File: src/rtl/hkspi_master.sv
// -----------------------------------------------------------------------------
// hkspi_master
//
// SPI master (mode 0) for the housekeeping SPI slave. One request produces one
// stream transaction: command byte {rw, 6'b0}, address byte, then `len` data
// bytes. Write data is pulled through a valid/ready handshake; read data is
// returned as one-cycle byte pulses.
//
// Ports:
//   clock, reset          system clock, asynchronous active-high reset
//   start                 request strobe, sampled only while busy = 0
//   rw[1:0]               command select (rw[1] = write, rw[0] = read)
//   addr[7:0], len[3:0]   register address and data byte count, latched on start
//   wdata, wdata_valid    write data offer
//   wdata_ready           write byte accepted this cycle
//   rdata, rdata_valid    received data byte and its one-cycle strobe
//   busy, done            transaction in progress / end-of-transaction pulse
//   sck, csb, sdi, sdo    SPI pins
// -----------------------------------------------------------------------------
module hkspi_master #(
  parameter int CLK_DIV = 2,  // SCK half-period in clock cycles (>= 1)
  parameter int CSB_GAP = 2   // CSB setup / hold / min-high in clock cycles (>= 1)
) (
  input  logic       clock,
  input  logic       reset,
  input  logic       start,
  input  logic [1:0] rw,
  input  logic [7:0] addr,
  input  logic [3:0] len,
  input  logic [7:0] wdata,
  input  logic       wdata_valid,
  output logic       wdata_ready,
  output logic [7:0] rdata,
  output logic       rdata_valid,
  output logic       busy,
  output logic       done,
  output logic       sck,
  output logic       csb,
  output logic       sdi,
  input  logic       sdo
);

  localparam int CNT_MAX = (CLK_DIV > CSB_GAP) ? CLK_DIV : CSB_GAP;
  localparam int CW      = $clog2(CNT_MAX) + 1;

  localparam logic [CW-1:0] DIV_LAST = CW'(CLK_DIV - 1);
  localparam logic [CW-1:0] GAP_LAST = CW'(CSB_GAP - 1);

  localparam logic [2:0] S_IDLE  = 3'd0;
  localparam logic [2:0] S_SETUP = 3'd1;
  localparam logic [2:0] S_SHIFT = 3'd2;
  localparam logic [2:0] S_LOAD  = 3'd3;
  localparam logic [2:0] S_HOLD  = 3'd4;
  localparam logic [2:0] S_GAP   = 3'd5;

  logic [2:0]    state_q, state_d;
  logic [CW-1:0] cnt_q, cnt_d;     // clock-cycle counter within a phase
  logic [2:0]    bit_q, bit_d;     // bit index within the current byte
  logic [4:0]    byte_q, byte_d;   // index of the byte on the wire (0 = command)
  logic [7:0]    tx_q, tx_d;       // tx_q[7] is the bit currently on sdi
  logic [6:0]    rx_q, rx_d;       // first seven bits of the incoming byte
  logic [1:0]    rw_q, rw_d;
  logic [7:0]    addr_q, addr_d;
  logic [3:0]    len_q, len_d;
  logic          sck_q, sck_d;
  logic          csb_q, csb_d;
  logic [7:0]    rdata_q, rdata_d;
  logic          rdata_valid_q, rdata_valid_d;

  always_comb begin
    // NOTE: every signal assigned here gets a default first, so no path
    // through the case statement can leave one unassigned and infer a latch.
    state_d       = state_q;
    cnt_d         = cnt_q;
    bit_d         = bit_q;
    byte_d        = byte_q;
    tx_d          = tx_q;
    rx_d          = rx_q;
    rw_d          = rw_q;
    addr_d        = addr_q;
    len_d         = len_q;
    sck_d         = sck_q;
    csb_d         = csb_q;
    rdata_d       = rdata_q;
    rdata_valid_d = 1'b0;

    case (state_q)
      S_IDLE: begin
        if (start) begin
          state_d = S_SETUP;
          rw_d    = rw;
          addr_d  = addr;
          len_d   = len;
          tx_d    = {rw, 6'b0};
          csb_d   = 1'b0;
          cnt_d   = '0;
          bit_d   = '0;
          byte_d  = '0;
        end
      end

      S_SETUP: begin
        if (cnt_q == GAP_LAST) begin
          state_d = S_SHIFT;
          cnt_d   = '0;
        end else begin
          cnt_d = cnt_q + 1'b1;
        end
      end

      S_SHIFT: begin
        if (cnt_q != DIV_LAST) begin
          cnt_d = cnt_q + 1'b1;
        end else begin
          cnt_d = '0;
          if (!sck_q) begin
            // Rising edge: sample sdo.
            sck_d = 1'b1;
            rx_d  = {rx_q[5:0], sdo};
            if (bit_q == 3'd7 && rw_q[0] && byte_q >= 5'd2) begin
              rdata_d       = {rx_q, sdo};
              rdata_valid_d = 1'b1;
            end
          end else begin
            // Falling edge: advance sdi, or close the byte.
            sck_d = 1'b0;
            if (bit_q != 3'd7) begin
              bit_d = bit_q + 1'b1;
              tx_d  = {tx_q[6:0], 1'b0};
            end else begin
              bit_d  = '0;
              byte_d = byte_q + 5'd1;
              if (byte_q == 5'd0) begin
                tx_d = addr_q;
              end else if (byte_q <= {1'b0, len_q}) begin
                // Another data byte follows; sdi keeps the last bit while
                // a write byte is fetched.
                if (rw_q[1]) state_d = S_LOAD;
                else         tx_d    = 8'h00;
              end else begin
                state_d = S_HOLD;
              end
            end
          end
        end
      end

      S_LOAD: begin
        if (wdata_valid) begin
          tx_d    = wdata;
          state_d = S_SHIFT;
          cnt_d   = '0;
        end
      end

      S_HOLD: begin
        if (cnt_q == GAP_LAST) begin
          state_d = S_GAP;
          cnt_d   = '0;
          csb_d   = 1'b1;
          tx_d    = 8'h00;
        end else begin
          cnt_d = cnt_q + 1'b1;
        end
      end

      S_GAP: begin
        if (cnt_q == GAP_LAST) begin
          state_d = S_IDLE;
          cnt_d   = '0;
        end else begin
          cnt_d = cnt_q + 1'b1;
        end
      end

      default: begin
        state_d = S_IDLE;
        csb_d   = 1'b1;
        sck_d   = 1'b0;
        tx_d    = 8'h00;
      end
    endcase
  end

  // NOTE: state registers use non-blocking assignments so every flop samples
  // the values computed before this edge, independent of block ordering.
  always_ff @(posedge clock or posedge reset) begin
    if (reset) begin
      state_q       <= S_IDLE;
      cnt_q         <= '0;
      bit_q         <= '0;
      byte_q        <= '0;
      tx_q          <= '0;
      rx_q          <= '0;
      rw_q          <= '0;
      addr_q        <= '0;
      len_q         <= '0;
      sck_q         <= 1'b0;
      csb_q         <= 1'b1;
      rdata_q       <= '0;
      rdata_valid_q <= 1'b0;
    end else begin
      state_q       <= state_d;
      cnt_q         <= cnt_d;
      bit_q         <= bit_d;
      byte_q        <= byte_d;
      tx_q          <= tx_d;
      rx_q          <= rx_d;
      rw_q          <= rw_d;
      addr_q        <= addr_d;
      len_q         <= len_d;
      sck_q         <= sck_d;
      csb_q         <= csb_d;
      rdata_q       <= rdata_d;
      rdata_valid_q <= rdata_valid_d;
    end
  end

  assign sck         = sck_q;
  assign csb         = csb_q;
  assign sdi         = tx_q[7];
  assign rdata       = rdata_q;
  assign rdata_valid = rdata_valid_q;
  assign busy        = (state_q != S_IDLE);
  assign wdata_ready = (state_q == S_LOAD);
  assign done        = (state_q == S_GAP) && (cnt_q == GAP_LAST);

endmodule

File: config.mk
export PLATFORM = sky130hd
export DESIGN_NAME = hkspi_master
export DESIGN_NICKNAME = d
export VERILOG_FILES = /design/src/rtl/hkspi_master.sv
export SDC_FILE = /design/constraint.sdc
export NUM_CORES = 1
export LEC_CHECK = 0
export CAP_MARGIN = 20
export CORE_ASPECT_RATIO = 1.5
export CORE_MARGIN = 4
export CORE_UTILIZATION = 30
export DETAILED_ROUTE_END_ITERATION = 10
export SETUP_SLACK_MARGIN = 0.4
export SYNTH_ARGS = -nofsm -noshare
export SYNTH_HDL_FRONTEND = slang
export SYNTH_SLANG_ARGS = --single-unit
File: constraint.sdc
create_clock -name clock -period 7.1 [get_ports clock]
set_clock_uncertainty 0.2 [all_clocks]
set_input_delay 1.42 -clock clock [delete_from_list [all_inputs] [get_ports clock]]
set_output_delay 1.42 -clock clock [all_outputs]
set_load 0.1 [all_outputs]
==> results of run 1 <==
through the flow:
step	utilization, %	cells	worst slack [ns]
after floorplan	-	261	3.393
after global placement	36.49	403	2.898
after detailed placement	36.72	404	2.896
after CTS	38.42	412	2.563
after global routing	38.42	412	2.396
final	38.42	412	2.571
registers in the layout, indices dropped and copies added, names as in the netlist:
signal,count
addr_q,8
bit_q,3
byte_q,5
cnt_q,2
csb,1
len_q,4
rdata,8
rdata_valid,1
rw_q,2
rx_q,7
sck,1
state_q,3
tx_q,8
power breakdown:
part	switching, uW	leakage [uW]	internal, uW
sequential	105	0.000660	431
combinational	467	0.000732	311
clock	112	0.0000704	133
total	684	0.00146	874
synth_stat cells (all sizes together) (2+ instances only):
cell    instances  area [sq um]
inv            12         45.04
a21oi           8         51.30
nor2b           2         12.51
nand4           3         18.77
nand2b          4         25.02
nand3           5         37.54
o31ai           2         15.01
o21ai          10         50.05
clkbuf          3         11.26
and3            2         17.52
xor2            3         26.28
o311ai          2         17.52
o22ai           3         18.77
dfrtp          52          1301
ha              9         112.6
nor2           24         97.59
mux2           26         292.8
buf             7         46.29
o21bai          2         15.01
nor3           12         65.06
a221oi          5         43.79
nand2          40         150.1
a22oi           4         30.03
or3             2         13.77
routing by layer:
metal  up-vias  routed length (microns)  track usage (%)
met4         0                       96            4.194
met2        41                     3046            20.47
li1       1005                        -                -
met3         8                      186            2.052
met1       955                     2497            14.04
met5         -                        0                0
path summary, 6_finish.rpt:
check                            from           to  depth (start not counted)
min                          rdata[6]     rdata[6]                          2
max                        state_q[0]  wdata_ready                          3
min reg2reg                  rdata[6]     rdata[6]                          2
max in group asynchronous       reset          sck                          3
max reg2reg                state_q[0]    byte_q[4]                          6
min in group asynchronous       reset      tx_q[1]                          2
critical path: stages, from the launching register on:
cell	delay, ns
dfrtp_1	0.84
clkinv_1	0.44
nor2_1	0.18
clkdlybuf4s50_1	1.16
layout by cell type (no fill, tap or decap), types with 2 or more instances in the layout:
| master | synthesis | routed |
|---|---|---|
| o21ai_0 | 10 | 10 |
| nor3_1 | 11 | 11 |
| xor2_1 | 3 | 3 |
| nor2b_1 | 2 | 2 |
| nand2_1 | 40 | 40 |
| nor2_1 | 23 | 23 |
| ha_1 | 9 | 9 |
| o21bai_1 | 2 | 2 |
| mux2_2 | 26 | 26 |
| nand2b_1 | 4 | 4 |
| inv_1 | 12 | 11 |
| a22oi_1 | 4 | 4 |
| nand3_1 | 4 | 4 |
| o22ai_1 | 3 | 3 |
| dfrtp_1 | 52 | 52 |
| a221oi_1 | 5 | 5 |
| clkdlybuf4s50_1 | 0 | 41 |
| o31ai_1 | 2 | 2 |
| clkbuf_16 | 0 | 5 |
| a21oi_1 | 7 | 7 |
| nand4_1 | 3 | 3 |
cell families (layout without fill, tap and decap cells):
logic type | after synthesis | count (layout) | synth area share, %
AOI/OAI and AO/OA | 47 | 47 | 12.54
DFF | 53 | 53 | 48.89
adders and majority gates | 9 | 9 | 4.148
buffers and inverters | 23 | 64 | 3.917
and+or+nand+nor | 100 | 100 | 18.76
xor gates and xnor gates | 3 | 3 | 0.9679
muxes | 26 | 26 | 10.78
layout make-up:
| type | instances | share of cell area (%) |
|---|---|---|
| inverter | 13 | 1.439 |
| tap | 110 | 4.058 |
| clock buffer | 5 | 3.689 |
| sequential | 53 | 39.14 |
| timing repair buffer | 43 | 12.91 |
| multi-input combinational | 185 | 38.03 |
| clock inverter | 3 | 0.7377 |
==> results.rst, run 1 <==
.. list-table::
   :header-rows: 1

   * - Metric
     - Value
   * - Outcome
     - finished, final reports clean
   * - CTS tree
     - built
   * - Post-route cell area
     - 3392 sq um
   * - Overflow left after global routing
     - 0
   * - Maximum operating frequency
     - 220.8 MHz
   * - Layout area overhead
     - 24.93%
   * - Clock buffer count from CTS
     - 5
   * - Number of unique standard cell types used by synthesis
     - 52
   * - Core Box Area
     - a little under 9000 sq um
   * - Setup TNS Final
     - 0 ns
   * - Critical Path Sink Type
     - primary output
   * - Fill cell total of the finished layout
     - 903
   * - Relative max-transition margin
     - approximately a third
   * - Routed length per placed instance
     - 14.14 microns
   * - 1st-pass router iterations
     - 4
   * - Total global routing track utilization
     - 11.67%
   * - Residual antenna-violating net count after detailed routing
     - 0
   * - Kind of launch point of the worst setup path
     - flip-flop
   * - Die height
     - approximately 120 microns
   * - Multi-input combinational cell area
     - 1290 sq um
   * - Insertion delay to the later sink of the worst-skew pair
     - 0.29 ns
   * - Crit-path max FO
     - 22
   * - Startpoint-to-endpoint class of the critical path
     - reg -> out
   * - Total Wirelength
     - 5827 microns
   * - Number of setup violations in the final report
     - 0
   * - Total design power
     - 1558 uW
   * - Count of pins on the block boundary
     - 42
   * - Post-layout min period
     - 4.529 ns
   * - Routability-driven placement congestion ratio
     - 0.7620
   * - Number of nets in the layout
     - 337
   * - Slew Viols, Final
     - 0
   * - Area after DPL
     - 3242 sq um
   * - Number of global-route vias before repair
     - 2165
   * - Number of buffers added for setup after CTS
     - 0
   * - Static leakage power
     - 0.001463 uW
   * - Post-synthesis cell area
     - 2715 sq um
   * - Master cell of the clock root buffer
     - clkbuf_16
   * - Sequential cell area
     - 1328 sq um
   * - Number of antenna violations at the first check in global routing
     - 0
   * - Arrival time at the worst endpoint
     - 2.91 ns
   * - Resize count post-CTS
     - 0
   * - I/O Buffers
     - just over 40
   * - Antenna diode count
     - 0
   * - Setup repair after global routing missed its margin
     - no
   * - Die X-Extent
     - 85.68 microns
   * - Number of hold-repair buffers added at the cts stage
     - 0
   * - Placement row count
     - 42
   * - Syn. warnings
     - 0
   * - Syn Nets
     - 297
   * - Clock-pin slew reported for the worst setup and hold paths after clock tree synthesis
     - 0.07 ns
   * - Count of endpoints failing hold in the final timing report
     - 0
   * - Post-detailed-placement half-perimeter wirelength
     - between 4000 and 5000 microns
   * - Post-synth EDFFs
     - 0
   * - Number of levels in the clock H-tree
     - 2
   * - Starting density of the core
     - 30.75%
   * - Sequential-to-total area share from yosys stat
     - between 40% and 50%
   * - Slew at the pin closest to its max-slew limit
     - 0.9840 ns
   * - Required @ worst endpoint
     - 5.48 ns
   * - FF+latch count, synth
     - 53
   * - Number of max-cap violations
     - 0
   * - Remaining design rule violation count
     - 0
   * - Average cell area after synthesis
     - 10.40 sq um
   * - Worst ir drop on vdd
     - 0.1871 mV
   * - Maximum number of pins on one net before global-route repair
     - 39
   * - Share of cells above drive strength 1
     - around 17%
   * - Bufs on Longest Clock Path
     - 2
   * - Drt via density
     - 4.876
   * - Number of standard cells after synthesis
     - 261
   * - Class of the tightest hold or removal check
     - reg -> reg
   * - Main synth FF type
     - dfrtp_1
   * - Die area
     - 10670 sq um
   * - Iteration-0 DRC Markers
     - 70
   * - FF-to-FF setup slack
     - 4.62 ns
   * - Hold slack
     - 0.2662 ns
   * - Overall via count from detail_route
     - approximately 2000
   * - Share of the clock period used by the worst path
     - 63.80%
   * - Number of sinks driven by the clock tree
     - 53
   * - Pwr/cell area
     - around 460 nW/um^2
   * - Fraction of registers with async set/reset
     - 100.0%
   * - Wire length of the first global-routing pass
     - approximately 10000 microns
(Power assumes the default switching activity.)
==> run 2, diff against run 1 <==
==> constraint.sdc (replaced) <==
create_clock -name clock -period 4.2 [get_ports clock]
set_clock_uncertainty 0.2 [all_clocks]
set_input_delay 0.84 -clock clock [delete_from_list [all_inputs] [get_ports clock]]
set_output_delay 0.84 -clock clock [all_outputs]
set_load 0.1 [all_outputs]
==> run 2 against run 1 <==
Clock-buffer cell count unchanged. First-iteration DRC count up 29%. Critical path depth down 2. Largest cell class unchanged. Global-route usage down 0.17 points. Critical path type unchanged.
==> results.rst, run 2 (synthesis gave the netlist of run 1 again) <==
.. list-table::
   :header-rows: 1

   * - Metric
     - Value
   * - Multi-input combinational cell area
     - 1290 sq um
   * - Setup TNS Final
     - 0 ns
   * - Master cell of the clock root buffer
     - clkbuf_16
   * - Number of sinks driven by the clock tree
     - between 50 and 60
   * - Slew at the pin closest to its max-slew limit
     - 0.9846 ns
   * - Post-route cell area
     - 3379 sq um
   * - R2R depth
     - 6
   * - Crit-path max FO
     - 3
   * - Maximum number of pins on one net before global-route repair
     - 30
   * - Sink of the worst hold path
     - rdata[6]
   * - Ordered cell list for the critical path
     - clkdlybuf4s50_1
   * - Startpoint of the worst setup timing path
     - csb
   * - Outcome
     - finished, final reports clean
   * - Setup repair after global routing missed its margin
     - no
   * - Number of buffer and inverter stages on the critical path
     - 1
   * - Kind of launch point of the worst setup path
     - flip-flop
   * - Insertion delay to the later sink of the worst-skew pair
     - 0.29 ns
   * - Clock buffer count from CTS
     - 5
   * - Required @ worst endpoint
     - roughly 3.2 ns
   * - Power spent charging and discharging nets
     - 1170 uW
   * - Relative max-transition margin
     - 34.16%
   * - Startpoint-to-endpoint class of the critical path
     - reg -> out
   * - Worst ir drop on vdd
     - 0.3326 mV
   * - Overall via count from detail_route
     - 2049
   * - Number of hold-repair buffers added at the cts stage
     - 0
   * - Number of max-cap violations
     - 0
   * - CTS tree
     - built
   * - Starting density of the core
     - 30.75%
   * - Critical Path Sink Type
     - primary output
   * - Remaining design rule violation count
     - 0
   * - Number of setup violations in the final report
     - 0
   * - Share of cells above drive strength 1
     - 17.82%
   * - Crit path max-delay family
     - buffers and inverters
   * - Layout area overhead
     - 24.47%
   * - Drt via density
     - 4.961
   * - Class of the tightest hold or removal check
     - reg -> reg
   * - Routability-driven placement congestion ratio
     - 0.7824
   * - Critical path's largest stage delay
     - 1.13 ns
   * - Count of pins on the block boundary
     - 42
   * - Antenna diode count
     - 0
   * - Cell depth of the worst hold path
     - 2
   * - Share of the clock period used by the worst path
     - between 70% and 80%
   * - Resize count post-CTS
     - 0
   * - Hold path startpoint
     - rdata[6]
   * - Core Box Area
     - 8828 sq um
   * - Post-layout min period
     - 3.015 ns
   * - Internal Dissipation
     - 1479 uW
   * - Critical R2R Capture
     - tx_q[4]
   * - Number of global-route vias before repair
     - 2046
   * - Part of the power in combinational logic
     - 50.2%
   * - Hold slack
     - 0.2667 ns
   * - Fraction of power consumed by sequential logic
     - around a third
   * - Sequential cell area
     - between 1000 and 1500 sq um
   * - Number of nets in the layout
     - 338
   * - Arrival time at the worst endpoint
     - 1.98 ns
   * - Slew Viols, Final
     - 0
   * - Overflow left after global routing
     - 0
   * - 1st-pass router iterations
     - 4
   * - Most frequent standard cell in the layout excluding fill and tap cells
     - dfrtp_1
   * - Total design power
     - 2649 uW
   * - Master of the slowest instance on the critical path
     - clkdlybuf4s50_1
   * - Top library cells by usage in the layout, fill and taps aside
     - 52 x dfrtp_1, 40 x nand2_1, 38 x clkdlybuf4s50_1
   * - Static leakage power
     - 0.001467 uW
   * - Die area
     - 10670 sq um
   * - Die height
     - 124.5 microns
   * - Area after DPL
     - between 3000 and 4000 sq um
   * - Worst reg2reg startpoint
     - byte_q[2]
   * - FF-to-FF setup slack
     - 1.79 ns
   * - Maximum operating frequency
     - 331.6 MHz
   * - Clock-pin slew reported for the worst setup and hold paths after clock tree synthesis
     - around 0.08 ns
   * - Routed length per placed instance
     - 14.48 microns
   * - Iteration-0 DRC Markers
     - 90
   * - Number of buffers added for setup after CTS
     - 0
   * - Switch share
     - 44.16%
   * - Die X-Extent
     - 85.68 microns
   * - Number of levels in the clock H-tree
     - 2
   * - Number of antenna violations at the first check in global routing
     - 0
   * - Bufs on Longest Clock Path
     - 2
   * - Count of endpoints failing hold in the final timing report
     - 0
   * - Residual antenna-violating net count after detailed routing
     - 0
   * - Clock power frac
     - approximately 16%
   * - Total Wirelength
     - approximately 6000 microns
   * - Wire length of the first global-routing pass
     - 10090 microns
   * - Post-detailed-placement half-perimeter wirelength
     - 4380 microns
   * - Pwr/cell area
     - 783.7 nW/um^2
   * - Total global routing track utilization
     - 11.51%
   * - Fill cell total of the finished layout
     - just over 900
   * - Placement row count
     - 42
   * - I/O Buffers
     - 41
==> run 2: worst max path at each step <==
stage | end | slack (ns) | depth (start not counted)
final | csb | 1.18 | 1
after global routing | sck | 1.14 | 1
after floorplan | wdata_ready | 1.07 | 4
after CTS | csb | 1.17 | 1
after detailed placement | tx_q[7] | 1.22 | 6
after global placement | tx_q[2] | 1.23 | 6
==> run 2: metrics by stage <==
step,utilization [%],instances,setup slack [ns]
after floorplan,-,261,1.073
after global placement,36.58,405,1.228
after detailed placement,36.58,405,1.224
after CTS,38.28,413,1.172
after global routing,38.28,413,1.141
final,38.28,413,1.185
==> run 2: cell type report <==
type / count / share of cell area [%]
Tap cell: 110 / 4.073
Inverter: 13 / 1.444
Multi-Input combinational cell: 185 / 38.17
Clock buffer: 5 / 3.702
Clock inverter: 3 / 0.7405
Timing Repair Buffer: 44 / 12.59
Sequential cell: 53 / 39.28
==> run 2: layer usage <==
metal	track usage, %	up-vias	wire, microns
met4	4.101	0	105
li1	-	1004	-
met3	1.721	7	185
met2	19.64	38	3105
met5	0	-	0
met1	14.54	1000	2583
==> run 2: power groups by stage <==
stage	combinational (uW)	sequential (uW)	clock (uW)
finish	1330	894	424
global route	1470	928	450
CTS	1350	896	434
detailed placement	1340	905	0
global placement	1320	897	0
floorplan	821	1110	0
==> run 2: tightest hold or removal path, cell delays in order (launching register included) <==
cell	delay (ns)
dfrtp_1	0.35
nand2_1	0.05
nand2_1	0.04
==> run 3, diff against run 2 <==
==> constraint.sdc (replaced) <==
create_clock -name clock -period 3.1 [get_ports clock]
set_clock_uncertainty 0.2 [all_clocks]
set_input_delay 0.62 -clock clock [delete_from_list [all_inputs] [get_ports clock]]
set_output_delay 0.62 -clock clock [all_outputs]
set_load 0.1 [all_outputs]
==> run 3 against run 2 <==
Final area grew 0.44%. First-iteration DRC count grew 1.1%. Power grew 35%. Utilization grew 0.17 points. Critical path depth grew 3. Register-to-register slack lost 1.1 ns. Flip-flop and latch count is the same. Worst setup slack lost 0.62 ns. Global-route usage grew 0.50 points.
==> results.rst, run 3 (synthesis gave the netlist of run 1 again) <==
.. list-table::
   :header-rows: 1

   * - Metric
     - Value
   * - Number of nets in the layout
     - 340
   * - Number of antenna violations at the first check in global routing
     - 0
   * - Number of sinks driven by the clock tree
     - 53
   * - Utilization after layout
     - slightly below 40%
   * - Slew at the pin closest to its max-slew limit
     - 0.6719 ns
   * - Die X-Extent
     - between 80 and 90 microns
   * - Slew Viols, Final
     - 0
   * - Fraction of power consumed by sequential logic
     - 34.0%
   * - Total placed cells including tap cells
     - 407
   * - Length of routed wiring on met1
     - 2485 microns
   * - Placement row count
     - 42
   * - Post-layout min period
     - 2.540 ns
   * - Relative max-transition margin
     - 55.21%
   * - Most frequent standard cell in the layout excluding fill and tap cells
     - dfrtp_1
   * - Total design power
     - 3582 uW
   * - Top layer in use
     - met4
   * - Post-detailed-placement half-perimeter wirelength
     - 4375 microns
   * - Layout area overhead
     - 25.02%
   * - Critical Path Sink Type
     - primary output
   * - Routed length per placed instance
     - 14.25 microns
   * - Startpoint-to-endpoint class of the critical path
     - reg -> out
   * - Share of cells above drive strength 1
     - 23.28%
   * - Count of endpoints failing hold in the final timing report
     - 0
   * - Number of levels in the clock H-tree
     - 2
   * - Overall via count from detail_route
     - between 2000 and 2500
   * - Die height
     - 124.5 microns
   * - Arrival time at the worst endpoint
     - 1.72 ns
   * - Class of the tightest hold or removal check
     - reg -> reg
   * - Routed wl met3
     - 215 microns
   * - Count of pins on the block boundary
     - 42
   * - Routability-driven placement congestion ratio
     - ~0.79
   * - Switch share
     - 44.14%
   * - Number of max-cap violations
     - 0
   * - Die area
     - between 10000 and 15000 sq um
   * - Clock power frac
     - approximately 16%
   * - 1st-pass router iterations
     - 5
   * - Starting density of the core
     - between 30 and 40%
   * - Remaining design rule violation count
     - 0
   * - Top library cells by usage in the layout, fill and taps aside
     - 50 x dfrtp_1, 40 x nand2_1, 26 x mux2_2, 26 x clkdlybuf4s50_1, 22 x nor2_1
   * - Total Wirelength
     - between 5000 and 6000 microns
   * - Crit-path max FO
     - 14
   * - I/O Buffers
     - 41
   * - Clock-pin slew reported for the worst setup and hold paths after clock tree synthesis
     - around 0.070 ns
   * - Number of hold-repair buffers added at the cts stage
     - 0
   * - Maximum operating frequency
     - around 390 MHz
   * - Master of the slowest instance on the critical path
     - dfrtp_1
   * - Share of the clock period used by the worst path
     - 81.93%
   * - Drt via density
     - a little under 5
   * - Insertion delay to the later sink of the worst-skew pair
     - 0.29 ns
   * - Fill cell total of the finished layout
     - 916
   * - Number of buffers added for setup after CTS
     - 0
   * - Clock buffer count from CTS
     - 5
   * - Critical path's largest stage delay
     - 0.69 ns
   * - Outcome
     - finished, final reports clean
   * - Iteration-0 DRC Markers
     - 91
   * - Static leakage power
     - 0.001500 uW
   * - Antenna diode count
     - 0
   * - Setup TNS Final
     - 0 ns
   * - Sequential cell area
     - around 1300 sq um
   * - Power spent charging and discharging nets
     - 1581 uW
   * - Bufs on Longest Clock Path
     - 2
   * - Amount of wire on met2 after detailed routing
     - 3121 microns
   * - Overflow left after global routing
     - 0
   * - Worst ir drop on vdd
     - 0.3998 mV
   * - Multi-input combinational cell area
     - 1292 sq um
   * - Total global routing track utilization
     - roughly 12%
   * - Maximum number of pins on one net before global-route repair
     - 54
   * - CTS tree
     - built
   * - Wire length of the first global-routing pass
     - around 10000 microns
   * - Part of the power in combinational logic
     - 49.9%
   * - Ordered cell list for the critical path
     - buf_4 -> clkinv_1 -> nor2_2 -> buf_12
   * - Pwr/cell area
     - 1055 nW/um^2
   * - Residual antenna-violating net count after detailed routing
     - 0
   * - Number of setup violations in the final report
     - 0
   * - Setup repair after global routing missed its margin
     - no
   * - Number of global-route vias before repair
     - ~2100
   * - Kind of launch point of the worst setup path
     - flip-flop
   * - Non-filler instance count after layout
     - 415
   * - Resize count post-CTS
     - 0
   * - Core Box Area
     - around 9000 sq um
   * - Internal Dissipation
     - 2001 uW
   * - Master cell of the clock root buffer
     - clkbuf_16
   * - Required @ worst endpoint
     - about 2.3 ns
-- run 3: changes by cell type in the layout (fill, tap and decap cells not counted), sizes merged --
| cell | previous run | this run |
|---|---|---|
| clkdlybuf4s50 | 38 | 26 |
| buf | 6 | 20 |
-- run 3: final timing paths --
check,start,to,cells past startpoint,slack [ns]
worst min register to register,rdata[7],rdata[7],2,0.27
worst min-delay path,rdata[7],rdata[7],2,0.27
worst max register to register,byte_q[2],tx_q[4],6,0.70
min in group asynchronous,reset,addr_q[5],3,0.63
worst max-delay path,state_q[0],wdata_ready,4,0.56
max in group asynchronous,reset,state_q[2],3,1.60
-- run 3: power by group through the flow --
stage                     sequential (uW)  clock (uW)  combinational (uW)
after CTS                            1220         590                1810
after detailed placement             1230           0                1800
after floorplan                      1510           0                1110
after global routing                 1270         620                1980
after global placement               1220           0                1760
final                                1220         574                1790
-- run 3: area by class of cell --
class,count,share of cell area (%)
Clock buffer,5,3.686
Clock inverter,3,0.7372
Inverter,13,1.438
Sequential cell,53,39.18
Timing Repair Buffer,46,12.83
Tap cell,110,4.055
Multi-Input combinational cell,185,38.08
-- run 3: critical path, delay by kind of cell (launching register included) --
| family | cells | cell delay, ns |
|---|---|---|
| buffers and inverters | 3 | 0.57 |
| and+or+nand+nor | 1 | 0.17 |
| DFF | 1 | 0.69 |
-- run 3: stage by stage --
| stage | worst slack [ns] | hold slack (ns) | area, sq um |
|---|---|---|---|
| after floorplan | 0.4777 | 0.2402 | 2718 |
| after global placement | 0.3695 | 0.2522 | 3242 |
| after detailed placement | 0.3149 | 0.2600 | 3242 |
| after CTS | 0.4802 | 0.2770 | 3392 |
| after global routing | 0.4390 | 0.3018 | 3395 |
| final | 0.5600 | 0.2684 | 3395 |
-- run 3: metal layers --
metal | vias up | GRT usage (%)
li1 | 1005 | -
met1 | 990 | 14.87
met2 | 42 | 20.51
met3 | 7 | 2.250
met4 | 0 | 4.287
met5 | - | 0
